===== config.mk =====
export PLATFORM = sky130hd
export DESIGN_NAME = mem_req_ctrl
export DESIGN_NICKNAME = d
export VERILOG_FILES = /design/src/rtl/mem_req_ctrl.sv
export SDC_FILE = /design/constraint.sdc
export NUM_CORES = 1
export LEC_CHECK = 0
export ABC_AREA = 1
export CORE_AREA = 2 2 289 291
export DETAILED_ROUTE_END_ITERATION = 12
export DIE_AREA = 0 0 291 293
export PLACE_DENSITY = 0.51
export SKIP_CTS_REPAIR_TIMING = 1
export SYNTH_ARGS = -nofsm -noshare
export SYNTH_HDL_FRONTEND = slang
export SYNTH_SLANG_ARGS = --single-unit
export TNS_END_PERCENT = 20

===== constraint.sdc =====
create_clock -name clk -period 3 [get_ports clk]
set_input_delay 0.6 -clock clk [delete_from_list [all_inputs] [get_ports clk]]
set_output_delay 0.6 -clock clk [all_outputs]
set_load 0.02 [all_outputs]

===== src/rtl/mem_req_ctrl.sv =====
// mem_req_ctrl: initiator side of the 128-bit line memory interface.
// Arbitrates I-cache fill, D-cache fill and D-cache writeback requests and
// runs one fixed-latency RAM access at a time. A granted access walks
// IDLE -> ISSUE -> WAIT -> RESP -> IDLE.
// Ports:
//   clk, reset                      clock, synchronous active-low reset
//   ic_req/ic_addr                  I-cache fill request and address
//   ic_done/ic_line                 I-cache fill completion pulse and data
//   dc_rd_req/dc_rd_addr            D-cache fill request and address
//   dc_rd_done/dc_rd_line           D-cache fill completion pulse and data
//   dc_wr_req/dc_wr_addr/dc_wr_line D-cache writeback request, address, data
//   dc_wr_done                      D-cache writeback completion pulse
//   data_requested/where_to_write   RAM read / write address
//   data_to_write/write_to_mem      RAM write data / write strobe
//   data_returned                   RAM read data
//   busy                            high whenever not IDLE
module mem_req_ctrl #(
  parameter int unsigned MEM_LATENCY  = 5,
  parameter int unsigned STARVE_LIMIT = 4
) (
  input  logic         clk,
  input  logic         reset,
  input  logic         ic_req,
  input  logic [19:0]  ic_addr,
  output logic         ic_done,
  output logic [127:0] ic_line,
  input  logic         dc_rd_req,
  input  logic [19:0]  dc_rd_addr,
  output logic         dc_rd_done,
  output logic [127:0] dc_rd_line,
  input  logic         dc_wr_req,
  input  logic [19:0]  dc_wr_addr,
  input  logic [127:0] dc_wr_line,
  output logic         dc_wr_done,
  output logic [19:0]  data_requested,
  output logic [19:0]  where_to_write,
  output logic [127:0] data_to_write,
  output logic         write_to_mem,
  input  logic [127:0] data_returned,
  output logic         busy
);

  localparam int unsigned ADDR_W = 20;
  localparam int unsigned LINE_W = 128;
  localparam int unsigned CNT_W  = 4;

  typedef enum logic [1:0] {IDLE, ISSUE, WAIT, RESP} state_e;
  typedef enum logic [1:0] {SRC_IC, SRC_DRD, SRC_DWR} src_e;

  state_e             state_q, state_d;
  src_e               src_q, src_d;
  logic [CNT_W-1:0]   lat_q, lat_d;
  logic [CNT_W-1:0]   starve_q, starve_d;
  logic               ic_done_d, dc_rd_done_d, dc_wr_done_d, write_d, busy_d;
  logic [ADDR_W-1:0]  rd_addr_d, wr_addr_d;
  logic [LINE_W-1:0]  wr_data_d, ic_line_d, dc_rd_line_d;

  // Next-state, arbitration and next values of every registered output.
  always_comb begin
    state_d      = state_q;
    src_d        = src_q;
    lat_d        = lat_q;
    starve_d     = starve_q;
    rd_addr_d    = data_requested;
    wr_addr_d    = where_to_write;
    wr_data_d    = data_to_write;
    ic_line_d    = ic_line;
    dc_rd_line_d = dc_rd_line;
    ic_done_d    = 1'b0;
    dc_rd_done_d = 1'b0;
    dc_wr_done_d = 1'b0;
    write_d      = 1'b0;

    case (state_q)
      IDLE: begin
        if (!ic_req) starve_d = '0;
        // Starvation override beats the fixed D-side priority.
        if (ic_req && (starve_q == CNT_W'(STARVE_LIMIT))) begin
          src_d     = SRC_IC;
          rd_addr_d = ic_addr;
          starve_d  = '0;
          state_d   = ISSUE;
        end else if (dc_wr_req) begin
          src_d     = SRC_DWR;
          wr_addr_d = dc_wr_addr;
          wr_data_d = dc_wr_line;
          write_d   = 1'b1;
          state_d   = ISSUE;
          if (ic_req && (starve_q != CNT_W'(STARVE_LIMIT))) starve_d = starve_q + CNT_W'(1);
        end else if (dc_rd_req) begin
          src_d     = SRC_DRD;
          rd_addr_d = dc_rd_addr;
          state_d   = ISSUE;
          if (ic_req && (starve_q != CNT_W'(STARVE_LIMIT))) starve_d = starve_q + CNT_W'(1);
        end else if (ic_req) begin
          src_d     = SRC_IC;
          rd_addr_d = ic_addr;
          starve_d  = '0;
          state_d   = ISSUE;
        end
      end
      ISSUE: begin
        lat_d   = CNT_W'(MEM_LATENCY);
        state_d = WAIT;
      end
      WAIT: begin
        lat_d = lat_q - CNT_W'(1);
        // Capture edge: line data and done pulse register together.
        if (lat_q == CNT_W'(1)) begin
          state_d = RESP;
          case (src_q)
            SRC_IC: begin
              ic_line_d = data_returned;
              ic_done_d = 1'b1;
            end
            SRC_DRD: begin
              dc_rd_line_d = data_returned;
              dc_rd_done_d = 1'b1;
            end
            default: dc_wr_done_d = 1'b1;
          endcase
        end
      end
      default: state_d = IDLE;
    endcase

    busy_d = (state_d != IDLE);
  end

  // State and output registers.
  always_ff @(posedge clk) begin
    if (!reset) begin
      state_q        <= IDLE;
      src_q          <= SRC_IC;
      lat_q          <= '0;
      starve_q       <= '0;
      data_requested <= '0;
      where_to_write <= '0;
      data_to_write  <= '0;
      write_to_mem   <= 1'b0;
      ic_line        <= '0;
      dc_rd_line     <= '0;
      ic_done        <= 1'b0;
      dc_rd_done     <= 1'b0;
      dc_wr_done     <= 1'b0;
      busy           <= 1'b0;
    end else begin
      state_q        <= state_d;
      src_q          <= src_d;
      lat_q          <= lat_d;
      starve_q       <= starve_d;
      data_requested <= rd_addr_d;
      where_to_write <= wr_addr_d;
      data_to_write  <= wr_data_d;
      write_to_mem   <= write_d;
      ic_line        <= ic_line_d;
      dc_rd_line     <= dc_rd_line_d;
      ic_done        <= ic_done_d;
      dc_rd_done     <= dc_rd_done_d;
      dc_wr_done     <= dc_wr_done_d;
      busy           <= busy_d;
    end
  end

endmodule


==> results.yml, run 1 <==
floorplanning:
  initial_core_util: 0.210
  dieHeight_um: 293
  ios: 750
  dieArea_sq_mm: 0.0853
  die_w_um: 291
  rows: 105
  coreArea_sq_mm: 0.0818
clocking:
  cts_max_level: 2
  cts_made_buffers: 55
  cts.clk_slew.worst_paths_ns: 0.06
  clockBufferDepth: 3
  clock_sinks: 441
  clock-root-buffer: "clkbuf_16"
  cts_tree: "built"
  clock_latency_ns: 0.60
logic_synthesis:
  synth_area_sq_mm: 0.0172
  synthCells: 2410
  ys_seq_area_frac: 0.513
  synth_top_area_frac: 0.513
  syn_nets: 2738
  synth_most_common_cell: "nand2_1"
  synth_edf_count: 0
  ys_types: 22
  synth_flop_cell: "dfxtp_1"
  synth_top_area_cell: "dfxtp_1"
  ys_warn_count: 0
  synth_area_per_cell_sq_um: 7.14
  ys_ff_latch: 441
  async_flop_share: 0
  synth.area.top_cells: "dfxtp_1, nand2_1, nor2_1, nand4_1, a21oi_1"
  synthTopCellsByCount: "nand2_1, nor2_1, dfxtp_1, inv_1, a21oi_1"
sta:
  skew_ns: 0.0187
  hold_violations: 0
  worst_pin_slew_ns: 0.750
  hold_slack_ns: 0.398
  maxSlewViolCount: 0
  rsz0062_at_grt: "no"
  layout_min_cycle_time_ns: 2.31
  final.period_utilization: 0.769
  fmax_mhz: 434
  slew_headroom: 0.495
  setup_viol: 0
  totalNegativeSetupSlack_ns: 0
min_path:
  min_from: "reset"
  hp-class: "primary input to flip-flop"
  hold_depth: 3
  holdPathEnd: "ic_line[49]$_SDFFE_PN0P_"
drt:
  routed_via_density: 4.16
  vias: 17500
  totalWireLength_um: 75400
  first_pass_iters: 7
  avgRoutedWirePerCell_um: 17.9
  postRouteAntennaNets: 0
  drc: 0
  drt-initial-drc-count: 800
worst_setup_path:
  r2r_slack_ns: 0.87
  start_kind: "flip-flop"
  reg2reg_depth: 10
  regToRegStartpoint: "state_q[0]$_SDFF_PN0_"
  crit_start: "dc_wr_done$_SDFF_PN0_"
  worstPathMaxFanout: 1
  critPathMaxStageDelay_ns: 0.78
  regToRegEndpoint: "ic_line[35]$_SDFFE_PN0P_"
  worst_path_max_delay_cell: "clkdlybuf4s50_1"
  worstPathRequired_ns: 2.40
  crit_arrival_ns: 1.71
  critical-path-top-delay-family: "buffers and inverters"
  crit_buf_inv: 1
  path_class: "flip-flop to output pin"
  crit_chain: "clkdlybuf4s50_1"
  cp-end-kind: "output pin"
final_layout:
  stdcell_area_sq_mm: 0.0279
  syn_to_final_growth_pct: 61.9
  final_nets: 3416
  drive_gt1_frac: 0.0520
global_routing:
  first_global_vias: 16900
  antenna_found_initial: 7
  grt_util_all_layers: 0.169
  grt_pass1_wl_um: 111000
  grt_start_max_net_pins: 74
  overflow: 0
placement:
  portBuffers: 749
  post-dp-hpwl_um: 55800
  gp_congestion: 0.843
  placed_area_sq_mm: 0.0259
status:
  status: "finished, final reports clean"
pwr:
  p_per_area_mw_per_mm2: 686
  power_leakage_nw: 11.3
  ir_drop_uv: 377
run:
  maxCapViolCount: 0
-- per-layer routing --
| layer | track usage | routed length (um) | vias to the layer above |
|---|---|---|---|
| li1 | - | - | 8966 |
| met1 | 0.206 | 32000 | 7933 |
| met2 | 0.293 | 36800 | 518 |
| met3 | 0.0474 | 5190 | 92 |
| met4 | 0.0421 | 1460 | 4 |
| met5 | 0 | 25 | - |
-- registers in the layout, indices dropped and copies added, names as in the netlist --
register / flops
busy: 1
data_requested: 20
data_to_write: 128
dc_rd_done: 1
dc_rd_line: 128
dc_wr_done: 1
ic_done: 1
ic_line: 128
lat_q: 4
src_q: 2
starve_q: 4
state_q: 2
where_to_write: 20
write_to_mem: 1
-- through the flow --
| stage | std cells | utilization | power, mW | setup WS, ns |
|---|---|---|---|---|
| 4_1_cts | 4202 | 0.340 | 19.4 | 0.607 |
| 6_report | 4207 | 0.340 | 19.1 | 0.693 |
| 3_5_place_dp | 4101 | 0.316 | 12.1 | 0.666 |
| 5_1_grt | 4207 | 0.340 | 20.1 | 0.607 |
| 3_3_place_gp | 4101 | 0.316 | 12.1 | 0.723 |
| 2_1_floorplan | 2410 | - | 9.62 | 1.43 |
-- area by class of cell --
type,count,area (sq um)
antenna,5,12.5
clock buffer,77,1630
clock inverter,24,332
fill,8709,54000
inverter,168,633
multi-input combinational,1616,6990
sequential,441,8830
tap,1070,1340
timing repair buffer,806,8100
-- cell families after synthesis --
kind of cell,count (synthesis),share of synthesized area
fa+ha+maj,7,0.00509
xor+xnor,3,0.00153
compound gates,290,0.0846
buf+inv,353,0.0841
simple gates,1316,0.312
flops,441,0.513
-- where the power goes --
group          leakage (nW)  internal [mW]  switching [mW]
Clock                 0.968           4.32            2.77
Sequential             3.58           6.49           0.368
Combinational          6.79           2.15            3.01
-- worst max-delay path by stage --
stage,to,slack (ns),cells after the start
after global routing,dc_wr_done,0.61,1
after floorplan,data_to_write[110]$_SDFFE_PN0P_,1.43,5
after CTS,where_to_write[15],0.61,1
after detailed placement,data_requested[4]$_SDFFE_PN0P_,0.67,8
after global placement,data_requested[0]$_SDFFE_PN0P_,0.72,8
final,dc_wr_done,0.69,1
-- placed cells by master (no fill, tap or decap), types with 8 or more instances in the layout --
master           instances
clkdlybuf4s50_1        747
clkinv_2                 8
clkbuf_8                18
buf_12                  14
nor2_1                 567
a21oi_1                155
inv_1                  166
nand3_1                 22
dfxtp_1                441
o21ai_0                133
nand2_1                570
nand4_1                149
clkbuf_16               55
buf_4                   44
(Power assumes the default switching activity.)
==> run 2, diff against run 1 <==
clock period = 2.3 ns   (was 3 ns; I/O delays follow)
==> results.yml, run 2 (synthesis results as in run 1) <==
worst_setup_path:
  critical-path-top-delay-family: "buffers and inverters"
  reg2reg_depth: 10
  path_class: "flip-flop to output pin"
  crit_chain: "clkdlybuf4s50_1"
  crit_arrival_ns: 1.78
  worst_path_max_delay_cell: "clkdlybuf4s50_1"
  worstPathMaxFanout: 2
  cp-end-kind: "output pin"
  start_kind: "flip-flop"
  worstPathRequired_ns: 1.84
  crit_buf_inv: 1
  worstSetupPathDepth: 1
  critPathMaxStageDelay_ns: 0.67
min_path:
  hp-class: "primary input to flip-flop"
  hold_depth: 3
drt:
  avgRoutedWirePerCell_um: 18.0
  postRouteAntennaNets: 0
  totalWireLength_um: 75700
  routed_via_density: 4.16
  vias: 17500
  drt-initial-drc-count: 957
  first_pass_iters: 5
  drc: 0
floorplanning:
  ios: 750
  rows: 105
  dieHeight_um: 293
  dieArea_sq_mm: 0.0853
  die_w_um: 291
  initial_core_util: 0.210
  coreArea_sq_mm: 0.0818
sta:
  maxSlewViolCount: 0
  worst_pin_slew_ns: 0.565
  hold_violations: 0
  totalNegativeSetupSlack_ns: 0
  slew_headroom: 0.620
  layout_min_cycle_time_ns: 2.24
  rsz0062_at_grt: "no"
  hold_slack_ns: 0.234
  fmax_mhz: 447
  setup_viol: 0
  final.period_utilization: 0.973
  skew_ns: 0.0385
final_layout:
  drive_gt1_frac: 0.0467
  largestRegisters: "data_to_write (128), dc_rd_line (128), ic_line (128)"
  mostFrequentLayoutCells: "clkdlybuf4s50_1, nand2_1, nor2_1"
  fin_util: 0.339
  multiInputGateArea_sq_mm: 0.00699
  final_common_cell: "clkdlybuf4s50_1"
  seqCellArea_sq_mm: 0.00883
  fillers: 8693
  final_nets: 3413
  syn_to_final_growth_pct: 61.3
clocking:
  clock_sinks: 441
  cts.clk_slew.worst_paths_ns: 0.06
  clockBufferDepth: 3
  cts_max_level: 2
  clock-root-buffer: "clkbuf_16"
  clock_latency_ns: 0.62
  cts_tree: "built"
  cts_made_buffers: 54
pwr:
  p_per_area_mw_per_mm2: 869
  p_sw_mw: 7.97
  power.share.switching: 0.330
  p_int_mw: 16.1
  comb_power_share: 0.281
  power_leakage_nw: 11.3
  ir_drop_uv: 558
  p_seq_frac: 0.371
  clkPwrFrac: 0.348
global_routing:
  grt_pass1_wl_um: 111000
  overflow: 0
  first_global_vias: 16800
  grt_util_all_layers: 0.170
  antenna_found_initial: 8
  grt_start_max_net_pins: 95
placement:
  gp_congestion: 0.842
  portBuffers: 749
  post-dp-hpwl_um: 55300
status:
  status: "finished, final reports clean"
run:
  maxCapViolCount: 0
## run 2: power groups by stage
stage	Combinational, mW	Sequential [mW]	Clock, mW
2_1_floorplan	2.62	9.93	0
3_3_place_gp	6.80	9.12	0
3_5_place_dp	6.80	9.10	0
4_1_cts	6.84	8.96	8.73
5_1_grt	7.34	9.05	8.98
6_report	6.78	8.95	8.39
## run 2: final cells by class
type | instances | share of cell area
Sequential cell | 441 | 0.318
Timing Repair Buffer | 804 | 0.296
Multi-Input combinational cell | 1616 | 0.252
Clock buffer | 79 | 0.0550
Tap cell | 1070 | 0.0482
Inverter | 168 | 0.0228
Clock inverter | 19 | 0.00726
Antenna cell | 7 | 0.000631
## run 2: layer usage
layer | vias to the layer above | GRT usage | part of all wire
li1 | 8957 | - | -
met1 | 7910 | 0.208 | 0.42
met2 | 519 | 0.285 | 0.48
met3 | 111 | 0.0444 | 0.067
met4 | 0 | 0.0653 | 0.030
met5 | - | 0 | 0
## run 2: worst paths after layout
check,end,slack (ns),start
worst max register to register,dc_rd_line[122]$_SDFFE_PN0P_,0.27,state_q[0]$_SDFF_PN0_
worst min-delay path,ic_line[13]$_SDFFE_PN0P_,0.23,reset
worst max-delay path,where_to_write[15],0.06,where_to_write[15]$_SDFFE_PN0P_
worst min register to register,where_to_write[12]$_SDFFE_PN0P_,0.46,where_to_write[12]$_SDFFE_PN0P_
## run 2: worst min-delay path: stages
cell and delay (ns):
clkbuf_8 0.21, nand2_1 0.10, nor2_1 0.03
## run 2: stage by stage
| stage | power [mW] | instances | worst slack (ns) | cell area, sq um |
|---|---|---|---|---|
| floorplan | 12.6 | 2410 | 0.766 | 17200 |
| global placement | 15.9 | 4099 | 0.210 | 26000 |
| detailed placement | 15.9 | 4099 | 0.207 | 26000 |
| CTS | 24.5 | 4197 | -0.0105 | 27700 |
| global route | 25.4 | 4204 | 0.00195 | 27800 |
| finish | 24.1 | 4204 | 0.0632 | 27800 |
==> run 3, diff against run 2 <==
ABC_AREA = default   (was 1)
CORE_AREA = 2 2 290 292   (was 2 2 289 291)
DIE_AREA = 0 0 292 294   (was 0 0 291 293)
PLACE_DENSITY = 0.5   (was 0.51)
==> results.yml, run 3 <==
placement:
  placement.setup.worst_slack_ns: 0.219
  portBuffers: 749
  gp_congestion: 0.806
  post-dp-hpwl_um: 52800
clocking:
  clock_sinks: 441
  clock_latency_ns: 0.59
  cts_made_buffers: 52
  cts_tree: "built"
  cts.clk_slew.worst_paths_ns: 0.06
  cts_max_level: 2
  clockBufferDepth: 3
  clock-root-buffer: "clkbuf_16"
worst_setup_path:
  regToRegEndpoint: "dc_rd_line[41]$_SDFFE_PN0P_"
  critical-path-top-delay-family: "buffers and inverters"
  reg2reg_depth: 7
  path_class: "flip-flop to output pin"
  regToRegStartpoint: "state_q[0]$_SDFF_PN0_"
  start_kind: "flip-flop"
  endpoint: "ic_line[119]"
  worst_path_max_delay_cell: "clkdlybuf4s50_1"
  crit_chain: "clkdlybuf4s50_1"
  crit_start: "ic_line[119]$_SDFFE_PN0P_"
  critPathMaxStageDelay_ns: 0.66
  cp-end-kind: "output pin"
  worstSetupPathDepth: 1
  crit_arrival_ns: 1.69
  worstPathMaxFanout: 2
  worstPathRequired_ns: 1.84
  crit_buf_inv: 1
  r2r_slack_ns: 0.29
drt:
  first_pass_iters: 5
  vias: 16100
  drc: 0
  avgRoutedWirePerCell_um: 18.8
  routed_via_density: 4.35
  totalWireLength_um: 69400
  postRouteAntennaNets: 0
  drt-initial-drc-count: 540
sta:
  totalNegativeSetupSlack_ns: 0
  final.setup.worst_slack_ns: 0.152
  slew_headroom: 0.661
  fmax_mhz: 466
  hold_slack_ns: 0.286
  worst_pin_slew_ns: 0.507
  setup_viol: 0
  maxSlewViolCount: 0
  hold_violations: 0
  final.period_utilization: 0.934
  skew_ns: 0.0236
  rsz0062_at_grt: "no"
  layout_min_cycle_time_ns: 2.15
min_path:
  min_from: "reset"
  hold_depth: 2
  hp-class: "primary input to flip-flop"
global_routing:
  overflow: 0
  antenna_found_initial: 10
  grt_pass1_wl_um: 103000
  grt_util_all_layers: 0.154
  grt_start_max_net_pins: 63
  first_global_vias: 16600
logic_synthesis:
  syn_nets: 2176
  synth_flop_cell: "dfxtp_1"
  synth_top_area_frac: 0.512
  synth_top_area_cell: "dfxtp_1"
  synth_edf_count: 0
  synth_most_common_cell: "dfxtp_1"
  synthCells: 1848
  synth.area.top_cells: "dfxtp_1, mux2i_1, nand2_1, a21boi_0, o21ai_0"
  synthTopCellsByCount: "dfxtp_1, nand2_1, mux2i_1, o21ai_0, nand3_1"
  ys_types: 42
  synth_area_sq_mm: 0.0173
  ys_warn_count: 0
  async_flop_share: 0
  ys_seq_area_frac: 0.512
  ys_ff_latch: 441
  synth_area_per_cell_sq_um: 9.34
final_layout:
  final_common_cell: "clkdlybuf4s50_1"
  largestRegisters: "data_to_write (128), dc_rd_line (128), ic_line (128)"
  syn_to_final_growth_pct: 62.4
  mostFrequentLayoutCells: "clkdlybuf4s50_1, dfxtp_1, nand2_1"
  drive_gt1_frac: 0.0680
  fin_util: 0.338
  final_nets: 2901
status:
  status: "finished, final reports clean"
pwr:
  p_per_area_mw_per_mm2: 841
  power_leakage_nw: 9.68
  ir_drop_uv: 514
  total_power_mw: 23.6
floorplanning:
  dieHeight_um: 294
  coreArea_sq_mm: 0.0829
  die_w_um: 292
  ios: 750
  initial_core_util: 0.208
  dieArea_sq_mm: 0.0858
  rows: 106
run:
  maxCapViolCount: 0
==> run 3: layout make-up <==
cell class	count	area, sq um
Fill cell	8366	54900
Sequential cell	441	8830
Timing Repair Buffer	841	8550
Multi-Input combinational cell	1211	7490
Clock buffer	89	1610
Tap cell	1080	1350
Inverter	26	97.6
Clock inverter	8	83.8
Antenna cell	3	7.51
==> run 3: routing by layer <==
layer	up-vias	part of all wire	track usage
li1	7757	-	-
met1	7651	0.38	0.167
met3	105	0.10	0.0680
met2	578	0.49	0.270
met4	12	0.024	0.0427
met5	-	0.0012	0
==> run 3: report_power, final <==
part,total (mW),switching (mW),internal [mW]
registers,9.06,0.522,8.54
clock network,8.18,3.33,4.85
logic,6.34,3.36,2.98
==> run 3: worst reg2reg max path, stage by stage, from the launching register on <==
cell       delay (ns)
dfxtp_1          0.33
inv_1            0.09
ha_1             0.19
nand4bb_2        0.24
nor3b_4          0.29
buf_12           0.26
buf_4            0.30
mux2i_1          0.22
==> run 3: how the worst min path moves through the flow <==
stage                                  endpoint  slack, ns
finish                    src_q[1]$_SDFFE_PN0P_       0.29
global route              src_q[1]$_SDFFE_PN0P_       0.26
CTS                       src_q[1]$_SDFFE_PN0P_       0.23
detailed placement  dc_rd_line[44]$_SDFFE_PN0P_       0.45
global placement       ic_line[10]$_SDFFE_PN0P_       0.44
floorplan                 lat_q[3]$_SDFFE_PN0P_       0.45
==> run 3: stage by stage <==
step / std cells / area, sq um
after floorplan: 1848 / 17300
after detailed placement: 3599 / 26300
final: 3699 / 28000
after global placement: 3599 / 26300
after CTS: 3696 / 28000
after global routing: 3697 / 28000
==> run 3: cells by family (layout without fill, tap and decap cells) <==
kind of cell / count (synthesis) / after routing / share of synthesized area
buf+inv: 196 / 964 / 0.0553
mux: 257 / 257 / 0.149
xor+xnor: 3 / 3 / 0.00152
simple gates: 587 / 587 / 0.146
compound gates: 357 / 357 / 0.131
flops: 441 / 441 / 0.512
other cells: 0 / 3 / 0
fa+ha+maj: 7 / 7 / 0.00508
